### src/rtl/flow_control_lanes_if.sv
// -----------------------------------------------------------------------------
// flow_control_lanes_if
//   Handshake/bus bundle for the flow_control_lanes serializer.
//
//   Input side : di_en, data_i (LANES x I_BW), in_group_num, di_rdy
//   Output side: do_rdy, do_en, data_o (O_BW), out_group_idx, out_group_num,
//                err_drop, sat_o
//
//   Modports:
//     master - the environment: drives words in and accepts samples out
//     slave  - the serializer itself
// -----------------------------------------------------------------------------
interface flow_control_lanes_if #(
    parameter int I_BW  = 14,
    parameter int O_BW  = 14,
    parameter int LANES = 64,
    parameter int GN_W  = 7
) ();
    localparam int IDX_W = $clog2(LANES);

    // Parallel input side
    logic                  di_en;
    logic [I_BW*LANES-1:0] data_i;
    logic [GN_W-1:0]       in_group_num;
    logic                  di_rdy;

    // Serial output side
    logic                  do_rdy;
    logic                  do_en;
    logic [O_BW-1:0]       data_o;
    logic [IDX_W-1:0]      out_group_idx;
    logic [GN_W-1:0]       out_group_num;
    logic                  err_drop;
    logic                  sat_o;

    modport master (
        output di_en, data_i, in_group_num, do_rdy,
        input  di_rdy, do_en, data_o, out_group_idx, out_group_num, err_drop, sat_o
    );

    modport slave (
        input  di_en, data_i, in_group_num, do_rdy,
        output di_rdy, do_en, data_o, out_group_idx, out_group_num, err_drop, sat_o
    );
endinterface

### src/rtl/flow_control_lanes.sv
// -----------------------------------------------------------------------------
// flow_control_lanes
//   Buffers up to DEPTH parallel words of LANES signed samples (plus a group
//   tag) and emits them one lane per cycle, lane 0 first, over a valid/ready
//   handshake. Each sample is converted to O_BW bits: sign-extended when
//   widening, clamped to the signed O_BW range (sat_o=1) when narrowing.
//   A word offered while the buffer is full is dropped and flagged on err_drop.
//
//   Ports:
//     clk      - clock, rising edge
//     rst      - asynchronous active-low reset
//     bus      - flow_control_lanes_if.slave (input word side + output sample side)
//     drop_cnt - 16-bit saturating count of refused words
//                (present only when FLOW_DROP_CNT_EN is defined)
//
//   Optional feature macro: FLOW_DROP_CNT_EN
// -----------------------------------------------------------------------------
module flow_control_lanes #(
    parameter int I_BW  = 14,
    parameter int O_BW  = 14,
    parameter int LANES = 64,
    parameter int DEPTH = 2,
    parameter int GN_W  = 7
) (
    input logic               clk,
    input logic               rst,
    flow_control_lanes_if.slave bus
`ifdef FLOW_DROP_CNT_EN
    ,
    output logic [15:0]       drop_cnt
`endif
);
    localparam int IDX_W  = $clog2(LANES);
    localparam int PTR_W  = (DEPTH > 1) ? $clog2(DEPTH) : 1;
    localparam int CNT_W  = $clog2(DEPTH + 1);
    localparam int WORD_W = I_BW * LANES;

    // Word storage
    logic [WORD_W-1:0] word_mem [DEPTH];
    logic [GN_W-1:0]   grp_mem  [DEPTH];

    // State
    logic [PTR_W-1:0] wr_ptr_q,   wr_ptr_d;
    logic [PTR_W-1:0] rd_ptr_q,   rd_ptr_d;
    logic [CNT_W-1:0] count_q,    count_d;
    logic [IDX_W-1:0] lane_cnt_q, lane_cnt_d;
    logic             do_en_q,    do_en_d;
    logic [O_BW-1:0]  data_o_q,   data_o_d;
    logic [IDX_W-1:0] idx_q,      idx_d;
    logic [GN_W-1:0]  grp_q,      grp_d;
    logic             sat_q,      sat_d;
    logic             err_drop_q, err_drop_d;

    logic                   di_rdy;
    logic                   wr_en;
    logic                   drop;
    logic                   load;
    logic                   pop;
    logic [WORD_W-1:0]      cur_word;
    logic signed [I_BW-1:0] sample;
    logic [O_BW-1:0]        conv_sample;
    logic                   conv_sat;

    // Ready comes only from registered occupancy, so do_rdy never reaches di_rdy.
    assign di_rdy   = (count_q != CNT_W'(DEPTH));
    assign wr_en    = bus.di_en & di_rdy;
    assign drop     = bus.di_en & ~di_rdy;
    // The output register advances when empty or when the consumer takes it.
    assign load     = ~do_en_q | bus.do_rdy;
    assign pop      = load & (count_q != '0) & (lane_cnt_q == IDX_W'(LANES - 1));
    assign cur_word = word_mem[rd_ptr_q];
    assign sample   = cur_word[lane_cnt_q * I_BW +: I_BW];

    generate
        if (O_BW >= I_BW) begin : g_extend
            // Signed cast sign-extends; widening never saturates.
            assign conv_sample = O_BW'(sample);
            assign conv_sat    = 1'b0;
        end else begin : g_clamp
            // The sample fits in O_BW bits iff all bits from O_BW-1 upward agree.
            logic [I_BW-O_BW:0] upper;
            logic               in_range;
            assign upper    = sample[I_BW-1:O_BW-1];
            assign in_range = (&upper) | ~(|upper);
            always_comb begin
                conv_sat    = ~in_range;
                conv_sample = sample[O_BW-1:0];
                if (!in_range) begin
                    conv_sample = sample[I_BW-1] ? {1'b1, {(O_BW-1){1'b0}}}
                                                 : {1'b0, {(O_BW-1){1'b1}}};
                end
            end
        end
    endgenerate

    // NOTE: storage has no reset; occupancy (count/pointers) decides validity,
    // so clearing the payload would only cost reset fanout.
    always_ff @(posedge clk) begin
        if (wr_en) begin
            word_mem[wr_ptr_q] <= bus.data_i;
            grp_mem[wr_ptr_q]  <= bus.in_group_num;
        end
    end

    // NOTE: every signal gets a hold default first so no path leaves it
    // unassigned, which would otherwise infer a latch.
    always_comb begin
        wr_ptr_d   = wr_ptr_q;
        rd_ptr_d   = rd_ptr_q;
        count_d    = count_q;
        lane_cnt_d = lane_cnt_q;
        do_en_d    = do_en_q;
        data_o_d   = data_o_q;
        idx_d      = idx_q;
        grp_d      = grp_q;
        sat_d      = sat_q;
        err_drop_d = drop;

        if (wr_en) begin
            wr_ptr_d = (wr_ptr_q == PTR_W'(DEPTH - 1)) ? '0 : wr_ptr_q + 1'b1;
        end

        if (load) begin
            if (count_q != '0) begin
                do_en_d    = 1'b1;
                data_o_d   = conv_sample;
                sat_d      = conv_sat;
                idx_d      = lane_cnt_q;
                grp_d      = grp_mem[rd_ptr_q];
                lane_cnt_d = (lane_cnt_q == IDX_W'(LANES - 1)) ? '0 : lane_cnt_q + 1'b1;
            end else begin
                do_en_d    = 1'b0;
            end
        end

        if (pop) begin
            rd_ptr_d = (rd_ptr_q == PTR_W'(DEPTH - 1)) ? '0 : rd_ptr_q + 1'b1;
        end

        // Write and pop on the same edge leave occupancy unchanged.
        case ({wr_en, pop})
            2'b10:   count_d = count_q + 1'b1;
            2'b01:   count_d = count_q - 1'b1;
            default: count_d = count_q;
        endcase
    end

    // NOTE: sequential state uses non-blocking assignments so every flop
    // samples its pre-edge inputs regardless of statement order.
    always_ff @(posedge clk or negedge rst) begin
        if (!rst) begin
            wr_ptr_q   <= '0;
            rd_ptr_q   <= '0;
            count_q    <= '0;
            lane_cnt_q <= '0;
            do_en_q    <= 1'b0;
            data_o_q   <= '0;
            idx_q      <= '0;
            grp_q      <= '0;
            sat_q      <= 1'b0;
            err_drop_q <= 1'b0;
        end else begin
            wr_ptr_q   <= wr_ptr_d;
            rd_ptr_q   <= rd_ptr_d;
            count_q    <= count_d;
            lane_cnt_q <= lane_cnt_d;
            do_en_q    <= do_en_d;
            data_o_q   <= data_o_d;
            idx_q      <= idx_d;
            grp_q      <= grp_d;
            sat_q      <= sat_d;
            err_drop_q <= err_drop_d;
        end
    end

`ifdef FLOW_DROP_CNT_EN
    logic [15:0] drop_cnt_q, drop_cnt_d;

    always_comb begin
        drop_cnt_d = drop_cnt_q;
        if (drop && (drop_cnt_q != 16'hFFFF)) begin
            drop_cnt_d = drop_cnt_q + 16'd1;
        end
    end

    always_ff @(posedge clk or negedge rst) begin
        if (!rst) begin
            drop_cnt_q <= '0;
        end else begin
            drop_cnt_q <= drop_cnt_d;
        end
    end

    assign drop_cnt = drop_cnt_q;
`endif

    assign bus.di_rdy        = di_rdy;
    assign bus.do_en         = do_en_q;
    assign bus.data_o        = data_o_q;
    assign bus.out_group_idx = idx_q;
    assign bus.out_group_num = grp_q;
    assign bus.err_drop      = err_drop_q;
    assign bus.sat_o         = sat_q;
endmodule

### src/flat_wrapper.sv
// flat-port wrapper written by rule: the top's interface ports become plain ports
module flow_control_lanes_flat 
#(
    parameter int I_BW  = 14,
    parameter int O_BW  = 14,
    parameter int LANES = 64,
    parameter int DEPTH = 2,
    parameter int GN_W  = 7
)
  (clk, rst, bus_di_en, bus_data_i, bus_in_group_num, bus_do_rdy, bus_di_rdy, bus_do_en, bus_data_o, bus_out_group_idx, bus_out_group_num, bus_err_drop, bus_sat_o);
  flow_control_lanes_if #(.I_BW(I_BW), .O_BW(O_BW), .LANES(LANES), .GN_W(GN_W)) bus_i ();
  input logic clk;
  input logic rst;
  input wire logic [$bits(bus_i.di_en)-1:0] bus_di_en;
  input wire logic [$bits(bus_i.data_i)-1:0] bus_data_i;
  input wire logic [$bits(bus_i.in_group_num)-1:0] bus_in_group_num;
  input wire logic [$bits(bus_i.do_rdy)-1:0] bus_do_rdy;
  output wire logic [$bits(bus_i.di_rdy)-1:0] bus_di_rdy;
  output wire logic [$bits(bus_i.do_en)-1:0] bus_do_en;
  output wire logic [$bits(bus_i.data_o)-1:0] bus_data_o;
  output wire logic [$bits(bus_i.out_group_idx)-1:0] bus_out_group_idx;
  output wire logic [$bits(bus_i.out_group_num)-1:0] bus_out_group_num;
  output wire logic [$bits(bus_i.err_drop)-1:0] bus_err_drop;
  output wire logic [$bits(bus_i.sat_o)-1:0] bus_sat_o;
  assign bus_i.di_en = bus_di_en;
  assign bus_i.data_i = bus_data_i;
  assign bus_i.in_group_num = bus_in_group_num;
  assign bus_i.do_rdy = bus_do_rdy;
  assign bus_di_rdy = bus_i.di_rdy;
  assign bus_do_en = bus_i.do_en;
  assign bus_data_o = bus_i.data_o;
  assign bus_out_group_idx = bus_i.out_group_idx;
  assign bus_out_group_num = bus_i.out_group_num;
  assign bus_err_drop = bus_i.err_drop;
  assign bus_sat_o = bus_i.sat_o;
  flow_control_lanes #(.I_BW(I_BW), .O_BW(O_BW), .LANES(LANES), .DEPTH(DEPTH), .GN_W(GN_W)) u_core (.clk(clk), .rst(rst), .bus(bus_i));
endmodule
### config.mk
export PLATFORM = sky130hd
export DESIGN_NAME = flow_control_lanes_flat
export DESIGN_NICKNAME = d
export VERILOG_FILES = /design/src/rtl/flow_control_lanes_if.sv /design/src/rtl/flow_control_lanes.sv /design/src/flat_wrapper.sv
export SDC_FILE = /design/constraint.sdc
export NUM_CORES = 2
export LEC_CHECK = 0
export BUFFER_PORTS_ARGS = -buffer_cell sky130_fd_sc_hd__buf_2
export CELL_PAD_IN_SITES_DETAIL_PLACEMENT = 0
export CELL_PAD_IN_SITES_GLOBAL_PLACEMENT = 1
export CORE_MARGIN = 1
export CORE_UTILIZATION = 45
export DETAILED_ROUTE_END_ITERATION = 8
export PLACE_DENSITY = 0.82
export SYNTH_ARGS = -nofsm -noshare
export SYNTH_HDL_FRONTEND = slang
export SYNTH_SLANG_ARGS = --single-unit
### constraint.sdc
create_clock -name clk -period 38.6 [get_ports clk]
set_input_delay 3.86 -clock clk [delete_from_list [all_inputs] [get_ports clk]]
set_output_delay 3.86 -clock clk [all_outputs]
set_load 0.01 [all_outputs]
# --- After elaboration in Yosys (flattened, before gate mapping) ---
# Memories as Yosys holds them, arrays and structs flattened. A register that Yosys moved wholly into a read port is not among the register bits.
# Index checks and enable logic that the tools add are counted.
word_totals:
  register_bits: 32
  ramBits: 1806
  input_bits: 907
  out_inout_bits: 31
  wordCells: 39
  mem_count: 2
classes:
  add_sub_neg: 5
  n_mul: 1
  eq_ne: 4
  shifts: 1
  muxes: 7
  bitwise_logic: 7
  n_reduce_logical: 4
mem_list:
  columns: ["name", "words", "width", "read_ports", "rd_clocked_by_memory_dff", "write_ports", "line_no", "rtl"]
  rows:
  - ["u_core.word_mem", 2, 896, 1, 0, 1, "flow_control_lanes.sv:39", "logic [WORD_W-1:0] word_mem [DEPTH];"]
  - ["u_core.grp_mem", 2, 7, 1, 1, 1, "flow_control_lanes.sv:40", "logic [GN_W-1:0] grp_mem [DEPTH];"]
op_table:
  columns: ["op", "count"]
  rows:
  - ["$shiftx 896x11->14", 1]
  - ["$mul 6x3->9 const B", 1]
  - ["$add 6x1->6 const B", 1]
  - ["$eq 6x6->1 const B", 1]
  - ["$mux 6", 1]
  - ["$mux 1", 5]
  - ["$and 1x1->1", 4]
  - ["$pmux 2 s2", 1]
  - ["$reduce_bool 2->1", 2]
  - ["$add 1x1->1 const B", 2]
  - ["$add 2x1->2 const B", 1]
  - ["$eq 2x1->1 const B", 1]
  - ["$eq 2x2->1 const B", 1]
  - ["$ne 2x2->1 const B", 1]
  - ["$not 1->1", 2]
  - ["$reduce_and 2->1", 1]
  - ["$sub 2x1->2 const B", 1]
  - ["$logic_not 1->1", 1]
  - ["$or 1x1->1", 1]

# --- Logic depth before layout (Yosys ltp) ---
logic_depth:
  depth_word: 6
  depth_mapped: 13
  depth_no_buf: 8

# --- Worst setup path before layout ---
# No wires, ideal clock.
synth_path:
  kind: "input-to-reg"
  start: "in bus_di_en"
  end: "mem u_core.grp_mem[0][0], enable pin"
  arrival_time_ns: 41.273
  path_slack_ns: -4.870
  cell_stages: 2
  path_cell_list: "nand2_1 > nor2_1"
synth_via:
  elab_chain_cells: 3
synth_lines:
  columns: ["element", "line_no", "rtl"]
  rows:
  - ["start: declaration", "flat_wrapper.sv:14", "input wire logic [$bits(bus_i.di_en)-1:0] bus_di_en;"]
  - ["$and 1x1->1", "flow_control_lanes.sv:66", "assign wr_en = bus.di_en & di_rdy;"]
  - ["$mux 1", "flow_control_lanes.sv:99", "if (wr_en) begin"]
  - ["$mux 1 (implied by the code)", "flow_control_lanes.sv:101", "grp_mem[wr_ptr_q] <= bus.in_group_num;"]
  - ["end: declaration", "flow_control_lanes.sv:40", null]
# No other way between the ends.

# --- Worst setup path in the final report ---
layout_path:
  start: "in bus_di_en"
  end: "mem u_core.word_mem[0][191] (netlist bit), enable pin"
layout_via:
  elab_chain_cells: 3
layout_lines:
  columns: ["element", "line_no", "rtl"]
  rows:
  - ["$and 1x1->1", "flow_control_lanes.sv:66", null]
  - ["$mux 1", "flow_control_lanes.sv:99", null]
  - ["$mux 1 (implied by the code)", "flow_control_lanes.sv:100", "word_mem[wr_ptr_q] <= bus.data_i;"]
  - ["end: declaration", "flow_control_lanes.sv:39", null]
# No other way between the ends.

==> qor.yml <==
status: "finished, final reports clean"
final-hold-violation-count: 0
crit_required_ns: 39.01
synth-async-reset-ratio: 0.0211
yosysWarnings: 0
max_stage_delay_ns: 0.90
critPathCapture: "u_core.word_mem[0][191]"
port_buffers: 936
power.switching_mw: 1.96
postCtsSetupRepairBufs: 0
area_growth_pct: 18.3
slew-limit-headroom: 0.177
setup_violations: 0
cp-start-kind: "primary input"
intPower_mw: 4.20
post_cts_resized: 0
stdcell_count: 6577
drive_above_1_share: 0.369
cts_tree: "yes"
preCtsSetupSlack_ns: 30.22
clkPwrFrac: 0.282
ys_seq_area_frac: 0.780
grt_use_total: 0.264
dp_hpwl_um: 149000
finalPower_mw: 6.15
post-route-min-period_ns: 7.55
ctsHoldBuffers: 0
rr_startpoint: "u_core.count_q[0]"
crit_path_max_fanout: 152
fin_crit_sh: 0.196
p_leak_nw: 27.8
synth.avg_cell_area_sq_um: 21.6
critPathSlowestCell: "buf_4"
ys_types: 59
grt_pass1_wl_um: 288000
initial_core_util: 0.453
crit_top_cell: "buf_4"
avgViaCountPerCell: 5.80
seqPwrFrac: 0.468
syn_nets: 4177
cp.depth: 7
synth_ff_type: "edfxtp_1"
clockBufferDepth: 3
fin_tns_setup_ns: 0
fp.dieArea_sq_um: 159000
grt_max_degree: 170
clk_pin_slew_worst_paths_ns: 0.06
reg2reg_to: "u_core.word_mem[0][191]"
final_max_slew_viol_count: 0
antenna_found_initial: 172
routed_wl_um: 213000
cp_top_family: "buffers and inverters"
combPwrFrac: 0.250
die_w_um: 399
swShare: 0.318
dp_cells: 6139
critical_path.startpoint: "bus_di_en"
finalWorstSetupSlack_ns: 31.05
drc_errors: 0
grt_pass1_vias: 38300
crit_path_end_kind: "flip-flop"
root_buffer: "clkbuf_16"
rr_worst_depth: 7
power_density_nw_per_um2: 73.6
num-fill-cells: 12000
rrSetupSlack_ns: 33.58
cap_violations: 0
vdd.ir_drop.worst_mv: 0.0526
core_area_sq_um: 156000
cts.sinks: 1845
rsz0062_at_grt: "false"
critPathBufInv: 5
critical_path_class: "primary input to flip-flop"
crit_chain: "buf_2 > nand2_1 > nor2_4 > buf_4 > buf_12 > buf_4 > buf_4"
drtAntennaViolNets: 0
gp_congestion: 0.849
fmax_mhz: 132
worstPathArrival_ns: 7.96
ys_ff_latch: 1845
wire_per_inst_um: 32.4
tightest_slew_ns: 1.23
clock_latency_ns: 0.83
synth_area_sq_um: 70700
die_h_um: 399
cts_max_level: 4
nets: 5176
hold_class: "flip-flop to flip-flop"
synth_edf_count: 1806
io_pins: 938
via_count: 38200
drt_iter0_drc: 3864
grt.overflow.total: 0
syn_inst: 3268
dr.pass1.iters: 7
num_rows: 145
cts_buffers: 184
fin_skew_ns: 0.0374
==> power by group through the flow <==
stage               clock [mW]  sequential [mW]  combinational, mW
finish                    1.73             2.88               1.54
global route              1.83             2.91               1.62
CTS                       1.76             2.88               1.56
detailed placement           0             2.92               1.56
global placement             0             2.89               1.55
floorplan                    0             3.35              0.843
==> logic make-up after synthesis <==
group                      count (synthesis)  synth area share
AOI/OAI and AO/OA                        364            0.0359
xor gates and xnor gates                   7          0.000867
adders and majority gates                  2          0.000354
buffers and inverters                    193            0.0170
DFF                                     1845             0.780
muxes                                    616             0.150
other                                      1         0.0000530
and+or+nand+nor                          240            0.0158
==> state kept, by name, summed over array words and instances, names as in the netlist <==
register                  count
u_core.rd_ptr_q               1
u_core.bus.out_group_idx      6
u_core.grp_mem               14
u_core.wr_ptr_q               1
u_core.bus.err_drop           1
u_core.count_q                2
u_core.word_mem            1792
u_core.bus.do_en              1
u_core.bus.data_o            14
u_core.bus.out_group_num      7
u_core.lane_cnt_q             6
==> worst register-to-register path: stages (launching register included) <==
cell	delay, ns
dfrtp_1	0.42
nand2b_1	0.25
nand2_1	0.18
nor2_4	0.37
buf_4	0.74
buf_12	0.86
buf_4	0.94
buf_4	0.82
==> layout make-up <==
cell class | count | area (sq um) | share of cell area
clock inverters | 96 | 995 | 0.0119
well taps | 2058 | 2570 | 0.0308
multi-input cells | 1230 | 14400 | 0.172
clock buffers | 239 | 4860 | 0.0581
repair buffers | 999 | 5290 | 0.0632
inverters | 7 | 36.3 | 0.000434
flip-flops and latches | 1845 | 55200 | 0.660
diodes | 103 | 258 | 0.00308
==> placed cells by master, fill, tap and decap left out, drive strengths merged, types with 4 or more instances in the layout <==
| master | count |
|---|---|
| diode | 103 |
| clkinvlp | 5 |
| o211ai | 8 |
| edfxtp | 1806 |
| dfrtp | 39 |
| o2111ai | 9 |
| nor2 | 31 |
| a2111oi | 4 |
| o22ai | 33 |
| o32ai | 5 |
| nor3 | 25 |
| o31ai | 13 |
| and2 | 4 |
| inv | 13 |
| nand2 | 97 |
| a31oi | 7 |
| buf | 999 |
| clkbuf | 239 |
| mux2i | 257 |
| nand4 | 12 |
| nor4 | 6 |
| xnor2 | 5 |
| a22oi | 32 |
| mux4 | 353 |
| nand2b | 10 |
| bufinv | 13 |
| a221oi | 55 |
| clkinv | 72 |
| a21oi | 66 |
| a211oi | 17 |
| nand3 | 33 |
| o21ai | 56 |
| nor2b | 10 |
| mux2 | 6 |
| o221ai | 39 |
==> cells in the mapped netlist (5+ instances only) <==
cell,n,area share
edfxtp_1,1806,0.77
mux4_2,353,0.11
mux2i_1,257,0.036
nand2_1,97,0.0051
clkbuf_1,79,0.0042
a21oi_1,66,0.0047
o21ai_0,56,0.0040
a221oi_1,55,0.0068
buf_6,40,0.0064
dfrtp_1,39,0.014
o221ai_1,39,0.0048
nand3_1,33,0.0023
o22ai_1,33,0.0029
a22oi_1,32,0.0034
nor2_1,31,0.0016
buf_2,28,0.0020
buf_4,27,0.0029
nor3_1,25,0.0018
a211oi_1,17,0.0018
o31ai_1,13,0.0014
nand4_1,12,0.0011
nand2b_1,10,0.00088
nor2b_1,10,0.00088
buf_1,9,0.00048
o2111ai_1,9,0.0011
o211ai_1,8,0.00085
a31oi_1,7,0.00062
inv_1,6,0.00032
mux2_2,6,0.00095
nor4_1,6,0.00053
o32ai_1,5,0.00062
xnor2_1,5,0.00062
==> stage by stage <==
| step | instance area (sq um) | hold WS (ns) | util |
|---|---|---|---|
| global route | 83600 | 0.505 | 0.535 |
| finish | 83700 | 0.476 | 0.536 |
| detailed placement | 77500 | 0.462 | 0.496 |
| CTS | 83400 | 0.477 | 0.534 |
| global placement | 77500 | 0.461 | 0.496 |
| floorplan | 70700 | 0.477 | - |
==> routing by layer <==
layer  vias to the layer above  wire (um)  global-route usage
li1                      16000          -                   -
met1                     19600      78100               0.324
met2                      1966     106000               0.436
met3                       465      20400              0.0802
met4                       120       7590               0.105
met5                         -        762                   0
==> how the worst min path moves through the flow <==
stage                                            from                          end  cells after the start
after global placement    u_core.bus.out_group_idx[2]  u_core.bus.out_group_idx[2]                      2
after global routing      u_core.bus.out_group_idx[5]  u_core.bus.out_group_idx[5]                      2
after floorplan                     u_core.count_q[1]            u_core.count_q[1]                      1
final                     u_core.bus.out_group_num[5]  u_core.bus.out_group_num[5]                      2
after CTS                 u_core.bus.out_group_idx[0]  u_core.bus.out_group_idx[0]                      2
after detailed placement  u_core.bus.out_group_idx[0]  u_core.bus.out_group_idx[0]                      2
No activity file was read; power rests on OpenSTA's default activity.
